## config.mk

```make
export PLATFORM = sky130hd
export DESIGN_NAME = daq_frame_gen
export DESIGN_NICKNAME = d
export VERILOG_FILES = /design/src/rtl/daq_frame_gen.sv
export SDC_FILE = /design/constraint.sdc
export NUM_CORES = 1
export LEC_CHECK = 0
export ABC_AREA = 1
export CAP_MARGIN = 20
export CELL_PAD_IN_SITES_DETAIL_PLACEMENT = 2
export CELL_PAD_IN_SITES_GLOBAL_PLACEMENT = 2
export CORE_UTILIZATION = 30
export CTS_CLUSTER_DIAMETER = 120
export DETAILED_ROUTE_END_ITERATION = 8
export PLACE_DENSITY = 0.85
export SYNTH_ARGS = -nofsm -noshare
export SYNTH_HDL_FRONTEND = slang
export SYNTH_SLANG_ARGS = --single-unit
```

## constraint.sdc

```tcl
create_clock -name bus_clk -period 3.5 [get_ports bus_clk]
set_input_delay 0.7 -clock bus_clk [delete_from_list [all_inputs] [get_ports bus_clk]]
set_output_delay 0.7 -clock bus_clk [all_outputs]
set_load 0.02 [all_outputs]
```

## src/rtl/daq_frame_gen.sv

```systemverilog
// -----------------------------------------------------------------------------
// daq_frame_gen
//
// DAQ test-frame source for the capture FIFO behind /dev/xillybus_read_32.
// Each frame is one head word, PAYLOAD_WORDS payload words and one tail word.
//   head    = HEAD ^ channel index (zero-extended)
//   payload = {row+1, row+2}, two DATA_W/2 halves; row starts at 0 each frame
//             and steps by 2 per payload word
//   tail    = TAIL
// Writes are paced: after a write, the next one waits pace_div more cycles.
// If the FIFO goes full after it has been seen non-full, the overflow flag
// latches and the generator parks in HALT, so the host read path can see EOF.
//
// Optional feature macro: DAQ_FRAME_GEN_TAIL_COUNT_EN
//   defined   : tail = {TAIL[DATA_W-1:16], frame_count[15:0]}, where the
//               count is the value before this tail's increment
//   undefined : tail = TAIL
//
// Ports
//   bus_clk        in   clock for all logic
//   srst           in   synchronous reset, active high
//   cfg_cmd        in   command byte: FF start, C0 reset, C7 close
//   cfg_cmd_valid  in   cfg_cmd qualifier
//   pace_div       in   minimum write spacing is pace_div+1 cycles
//   open           in   consumer open flag (already in bus_clk domain)
//   fifo_full      in   capture FIFO full
//   fifo_wr_en     out  FIFO write strobe (combinational)
//   fifo_din       out  current word (registered)
//   overflow       out  sticky: FIFO full after having been non-full
//   frame_count    out  completed frames (tail writes), wraps
//   busy           out  state is not IDLE
//   led_active     out  fifo_wr_en delayed by one cycle
// -----------------------------------------------------------------------------
module daq_frame_gen #(
  parameter int          DATA_W        = 32,
  parameter int          PAYLOAD_WORDS = 24,
  parameter int          NUM_CH        = 1,
  parameter int          PACE_W        = 5,
  parameter logic [31:0] HEAD          = 32'hAAAAAAAA,
  parameter logic [31:0] TAIL          = 32'hF0F0F0F0
) (
  input  logic              bus_clk,
  input  logic              srst,
  input  logic [7:0]        cfg_cmd,
  input  logic              cfg_cmd_valid,
  input  logic [PACE_W-1:0] pace_div,
  input  logic              open,
  input  logic              fifo_full,
  output logic              fifo_wr_en,
  output logic [DATA_W-1:0] fifo_din,
  output logic              overflow,
  output logic [31:0]       frame_count,
  output logic              busy,
  output logic              led_active
);

  localparam int HALF_W = DATA_W / 2;
  localparam int CH_W   = (NUM_CH > 1) ? $clog2(NUM_CH) : 1;
  localparam int WC_W   = (PAYLOAD_WORDS > 1) ? $clog2(PAYLOAD_WORDS) : 1;

  localparam logic [DATA_W-1:0] HEAD_PAT  = DATA_W'(HEAD);
  localparam logic [DATA_W-1:0] TAIL_PAT  = DATA_W'(TAIL);
  localparam logic [WC_W-1:0]   LAST_WORD = WC_W'(PAYLOAD_WORDS - 1);
  localparam logic [CH_W-1:0]   LAST_CH   = CH_W'(NUM_CH - 1);

  localparam logic [7:0] CMD_START = 8'hFF;
  localparam logic [7:0] CMD_RESET = 8'hC0;
  localparam logic [7:0] CMD_CLOSE = 8'hC7;

  typedef enum logic [2:0] {
    ST_IDLE    = 3'd0,
    ST_HEAD    = 3'd1,
    ST_PAYLOAD = 3'd2,
    ST_TAIL    = 3'd3,
    ST_HALT    = 3'd4
  } state_t;

  state_t              state_reg, state_next;
  logic [PACE_W-1:0]   pace_cnt_reg, pace_next;
  logic [HALF_W-1:0]   row_reg, row_next;
  logic [WC_W-1:0]     word_cnt_reg, word_cnt_next;
  logic [CH_W-1:0]     ch_reg, ch_next;
  logic                close_pend_reg, close_pend_next;
  logic                nonfull_seen_reg, nonfull_seen_next;
  logic                overflow_reg, overflow_next;
  logic [31:0]         frame_count_reg, frame_count_next;
  logic [DATA_W-1:0]   fifo_din_reg, din_next;
  logic                led_active_reg;

  logic                streaming;
  logic                cmd_start, cmd_reset, cmd_close;
  logic [DATA_W-1:0]   head_word, payload_word, tail_word;

  assign cmd_start = cfg_cmd_valid && (cfg_cmd == CMD_START);
  assign cmd_reset = cfg_cmd_valid && (cfg_cmd == CMD_RESET);
  assign cmd_close = cfg_cmd_valid && (cfg_cmd == CMD_CLOSE);

  assign streaming = (state_reg == ST_HEAD) || (state_reg == ST_PAYLOAD) ||
                     (state_reg == ST_TAIL);

  // Full gates the strobe directly, so no word is ever offered to a full FIFO.
  assign fifo_wr_en = streaming && open && !fifo_full && (pace_cnt_reg == '0);

  assign fifo_din    = fifo_din_reg;
  assign overflow    = overflow_reg;
  assign frame_count = frame_count_reg;
  assign busy        = (state_reg != ST_IDLE);
  assign led_active  = led_active_reg;

  // ---------------------------------------------------------------------------
  // Next-state logic. Priority: reset command / open low, then overflow, then
  // start / close, then the normal word-by-word advance.
  // ---------------------------------------------------------------------------
  always_comb begin
    state_next        = state_reg;
    row_next          = row_reg;
    word_cnt_next     = word_cnt_reg;
    ch_next           = ch_reg;
    close_pend_next   = close_pend_reg;
    overflow_next     = overflow_reg;
    frame_count_next  = frame_count_reg;
    nonfull_seen_next = nonfull_seen_reg | ~fifo_full;

    // pace_div is captured at the write, so a mid-frame change applies to
    // the spacing after the next write.
    if (fifo_wr_en) begin
      pace_next = pace_div;
    end else if (pace_cnt_reg != '0) begin
      pace_next = pace_cnt_reg - 1'b1;
    end else begin
      pace_next = pace_cnt_reg;
    end

    if (cmd_reset || !open) begin
      state_next        = ST_IDLE;
      overflow_next     = 1'b0;
      nonfull_seen_next = 1'b0;
      close_pend_next   = 1'b0;
      row_next          = '0;
      word_cnt_next     = '0;
      ch_next           = '0;
      if (cmd_reset) begin
        frame_count_next = '0;
      end
    end else if (streaming && fifo_full && nonfull_seen_reg) begin
      // A full that follows a non-full is a real overflow. A full that has
      // never been non-full is the FIFO's own full-after-reset: just wait.
      overflow_next = 1'b1;
      state_next    = ST_HALT;
    end else begin
      case (state_reg)
        ST_IDLE: begin
          if (cmd_start) begin
            state_next      = ST_HEAD;
            row_next        = '0;
            word_cnt_next   = '0;
            pace_next       = '0;
            close_pend_next = 1'b0;
          end
        end
        ST_HALT: begin
          if (cmd_close) begin
            state_next = ST_IDLE;
          end
        end
        ST_HEAD, ST_PAYLOAD, ST_TAIL: begin
          // Close never truncates a frame; it is acted on at the tail write.
          if (cmd_close) begin
            close_pend_next = 1'b1;
          end
          if (fifo_wr_en) begin
            case (state_reg)
              ST_HEAD: begin
                state_next = ST_PAYLOAD;
              end
              ST_PAYLOAD: begin
                row_next = row_reg + HALF_W'(2);
                if (word_cnt_reg == LAST_WORD) begin
                  word_cnt_next = '0;
                  state_next    = ST_TAIL;
                end else begin
                  word_cnt_next = word_cnt_reg + 1'b1;
                end
              end
              ST_TAIL: begin
                frame_count_next = frame_count_reg + 32'd1;
                ch_next          = (ch_reg == LAST_CH) ? '0 : ch_reg + 1'b1;
                row_next         = '0;
                word_cnt_next    = '0;
                if (close_pend_next) begin
                  state_next      = ST_IDLE;
                  close_pend_next = 1'b0;
                end else begin
                  state_next = ST_HEAD;
                end
              end
              default: begin
              end
            endcase
          end
        end
        default: begin
          state_next = ST_IDLE;
        end
      endcase
    end
  end

  // ---------------------------------------------------------------------------
  // Word formation. fifo_din is loaded with the word belonging to the state
  // being entered, so it is ready in the same cycle the state presents it.
  // ---------------------------------------------------------------------------
  assign head_word    = HEAD_PAT ^ DATA_W'(ch_next);
  assign payload_word = {row_next + HALF_W'(1), row_next + HALF_W'(2)};

`ifdef DAQ_FRAME_GEN_TAIL_COUNT_EN
  // frame_count_next still holds the pre-increment count while in TAIL.
  if (DATA_W > 16) begin : g_tail_hi
    assign tail_word = {TAIL_PAT[DATA_W-1:16], frame_count_next[15:0]};
  end else begin : g_tail_lo
    assign tail_word = frame_count_next[15:0];
  end
`else
  assign tail_word = TAIL_PAT;
`endif

  always_comb begin
    din_next = fifo_din_reg;
    case (state_next)
      ST_HEAD:    din_next = head_word;
      ST_PAYLOAD: din_next = payload_word;
      ST_TAIL:    din_next = tail_word;
      default:    din_next = fifo_din_reg;
    endcase
  end

  // ---------------------------------------------------------------------------
  // State register
  // ---------------------------------------------------------------------------
  always_ff @(posedge bus_clk) begin
    if (srst) begin
      state_reg        <= ST_IDLE;
      pace_cnt_reg     <= '0;
      row_reg          <= '0;
      word_cnt_reg     <= '0;
      ch_reg           <= '0;
      close_pend_reg   <= 1'b0;
      nonfull_seen_reg <= 1'b0;
      overflow_reg     <= 1'b0;
      frame_count_reg  <= '0;
      fifo_din_reg     <= '0;
      led_active_reg   <= 1'b0;
    end else begin
      state_reg        <= state_next;
      pace_cnt_reg     <= pace_next;
      row_reg          <= row_next;
      word_cnt_reg     <= word_cnt_next;
      ch_reg           <= ch_next;
      close_pend_reg   <= close_pend_next;
      nonfull_seen_reg <= nonfull_seen_next;
      overflow_reg     <= overflow_next;
      frame_count_reg  <= frame_count_next;
      fifo_din_reg     <= din_next;
      led_active_reg   <= fifo_wr_en;
    end
  end

endmodule

```

==> metrics.yaml <==
run_status:
  status: "finished, final reports clean"
routing:
  wire_per_inst_um: 19.3
  vias: 6958
  post-route-drc-count: 0
  drtIter0Drc: 243
  via_per_inst: 5.25
  antenna_left: 0
  wl_um: 25600
  dr.pass1.iters: 5
finish:
  drive_gt1_frac: 0.107
  utilization: 0.381
  final_cell_area_mm2: 0.00773
  antenna_cells: 0
  final_common_cell: "nand2_1"
  syn_to_final_growth_pct: 24.3
  finalNetCount: 1076
  final_cell_mix: "246 x nand2_1, 98 x nor2_1, 98 x dfxtp_1"
  fin_cells: 1326
timing:
  worst_pin_slew_ns: 0.806
  rsz0062_at_grt: "no"
  finalCritPeriodShare: 0.952
  hold_viol: 0
  min_period_ns: 3.33
  holdWs_ns: 0.461
  timing.fmax_mhz: 300
  finalSetupViolCount: 0
  finClkSkew_ns: 0.00905
  max_slew_margin: 0.457
  final_max_slew_viol_count: 0
clock_tree:
  cts_buffer_depth: 2
  post_cts_buffers: 0
  holdBufCountCts: 0
  cts_sinks: 98
  clkTransAtPathRegs_ns: 0.08
  ctsResizeCount: 0
  htreeDepth: 3
  tritoncts: "yes"
  cts_inserted_buffers: 9
  clk_latency_ns: 0.37
  root_buffer: "clkbuf_16"
worst_setup_path:
  slowest_stage: "clkdlybuf4s50_1"
  path_cells: "clkdlybuf4s50_1, nand2_1, inv_1, a21oi_1, nand2_1, inv_1, nand3_1, nand3_1, inv_2, ha_1, nand4_2, nor2_1, nand2_1, nand3_1, a31oi_1"
  endpoint_kind: "register"
  arrival_ns: 3.57
  startpoint_type: "primary input"
  reg2reg_slack_ns: 0.42
  r2r_start: "state_reg[1]"
  crit_required_ns: 3.74
  r2r_end: "fifo_din[22]"
  crit_type: "in -> reg"
  critPathMaxFanout: 5
  r2r_cells: 14
  cp_slowest_stage_delay_ns: 0.53
grt:
  grt_usage: 0.245
  grt_max_degree: 46
  grt-ovfl-total: 0
  grt_pass1_vias: 7638
  antenna_found_initial: 0
  grt_pass1_wl_um: 41200
synthesis:
  synth-seq-cells: 98
  synth_top_area_frac: 0.315
  syn_nets: 984
  avgSynthCellArea_um2: 6.49
  synth_area_leaders: "dfxtp_1 32%, nand2_1 15%, nand3_1 7.1%, nor2_1 5.9%, inv_1 5.7%"
  synthesis.area_mm2: 0.00622
  synth_top_flop_cell: "dfxtp_1"
  synth_seq_area_share: 0.315
  synth_edf_count: 0
  synth.largest_area_cell: "dfxtp_1"
  synth_cell_types: 46
  syn_inst: 959
  postSynth.asyncResetShare: 0
  yosysWarnings: 0
power:
  leakage_nw: 3.07
  power.density_mw_per_mm2: 329
  irDropWorstVdd_v: 0.000236
  fin_total_pwr_w: 0.00254
placed_design:
  hpwl_um: 19100
  place_inst: 1310
  place_area_mm2: 0.00745
  place.port_buffers: 85
  gp_congestion: 0.884
floorplanning:
  initial_core_util: 0.307
  core_area_mm2: 0.0203
  die_x_um: 146
  rows: 52
  die_h_um: 146
  die_area_mm2: 0.0213
  boundaryPins: 86
job:
  max_cap_viol_count: 0
hold_path:
  min_from: "word_cnt_reg[4]"
  hold_class: "reg -> reg"
  hold-path-cell-count: 2
  holdPathEnd: "word_cnt_reg[4]"
==> layer usage <==
layer / track usage / wire [um]
met1: 0.301 / 11500
met4: 0.0844 / 630
met2: 0.427 / 12500
met3: 0.0459 / 968
met5: 0 / 0
==> metrics by stage <==
step | setup TNS (ns) | worst slack [ns]
after floorplan | 0 | 0.788
after global placement | -0.164 | -0.0973
after detailed placement | -0.614 | -0.164
after CTS | 0 | 0.206
after global routing | 0 | 0.00193
final | 0 | 0.167
==> cells in the mapped netlist, types with 3 or more instances <==
cell type	instances
buf_1	3
nor3_1	21
nand2_4	3
nor4_1	11
dfxtp_1	98
ha_1	7
o21bai_1	3
o211ai_1	4
nor2_1	98
buf_2	5
a21oi_1	64
nand3_2	6
clkbuf_1	14
nor2_2	12
o21ai_1	5
o21ai_0	46
nand3_4	4
xor2_1	14
inv_1	94
nand4_1	31
a31oi_1	8
a311oi_1	3
nand2_1	246
inv_2	17
nor3_2	3
nand3_1	88
nor2_4	10
a21oi_2	3
nand2_2	9
xnor2_1	9
==> how the worst max path moves through the flow <==
stage / from / end / slack, ns / cells past startpoint
floorplan: cfg_cmd[6] / fifo_din[7] / 0.79 / 17
global placement: fifo_full / fifo_din[22] / -0.1 / 15
detailed placement: fifo_full / fifo_din[22] / -0.16 / 15
CTS: open / fifo_wr_en / 0.21 / 7
global route: fifo_full / fifo_din[30] / 0.002 / 16
finish: fifo_full / fifo_din[22] / 0.17 / 15
==> critical path, delay by kind of cell <==
| family | cells | cell delay [ns] |
|---|---|---|
| AOI/OAI and AO/OA | 2 | 0.23 |
| adders and majority gates | 1 | 0.21 |
| and+or+nand+nor | 8 | 1.49 |
| buffers and inverters | 4 | 0.92 |
==> logic make-up after synthesis <==
family | after synthesis | share of synthesized area
xor gates and xnor gates | 23 | 0.0324
AOI/OAI and AO/OA | 140 | 0.122
adders and majority gates | 7 | 0.0141
buffers and inverters | 140 | 0.0907
and+or+nand+nor | 551 | 0.425
DFF | 98 | 0.315
==> layout make-up <==
type / instances / area [um2]
Inverter: 113 / 424
Clock buffer: 9 / 225
Clock inverter: 7 / 56.3
Tap cell: 270 / 338
Multi-Input combinational cell: 721 / 3700
Timing Repair Buffer: 108 / 1030
Sequential cell: 98 / 1960
Fill cell: 2490 / 12600
==> report_power, final <==
| group | switching [W] | internal (W) | leakage (nW) |
|---|---|---|---|
| sequential | 0.0000203 | 0.00114 | 0.790 |
| combinational | 0.000231 | 0.000128 | 2.14 |
| clock | 0.000523 | 0.000496 | 0.143 |
(Power assumes the default switching activity.)
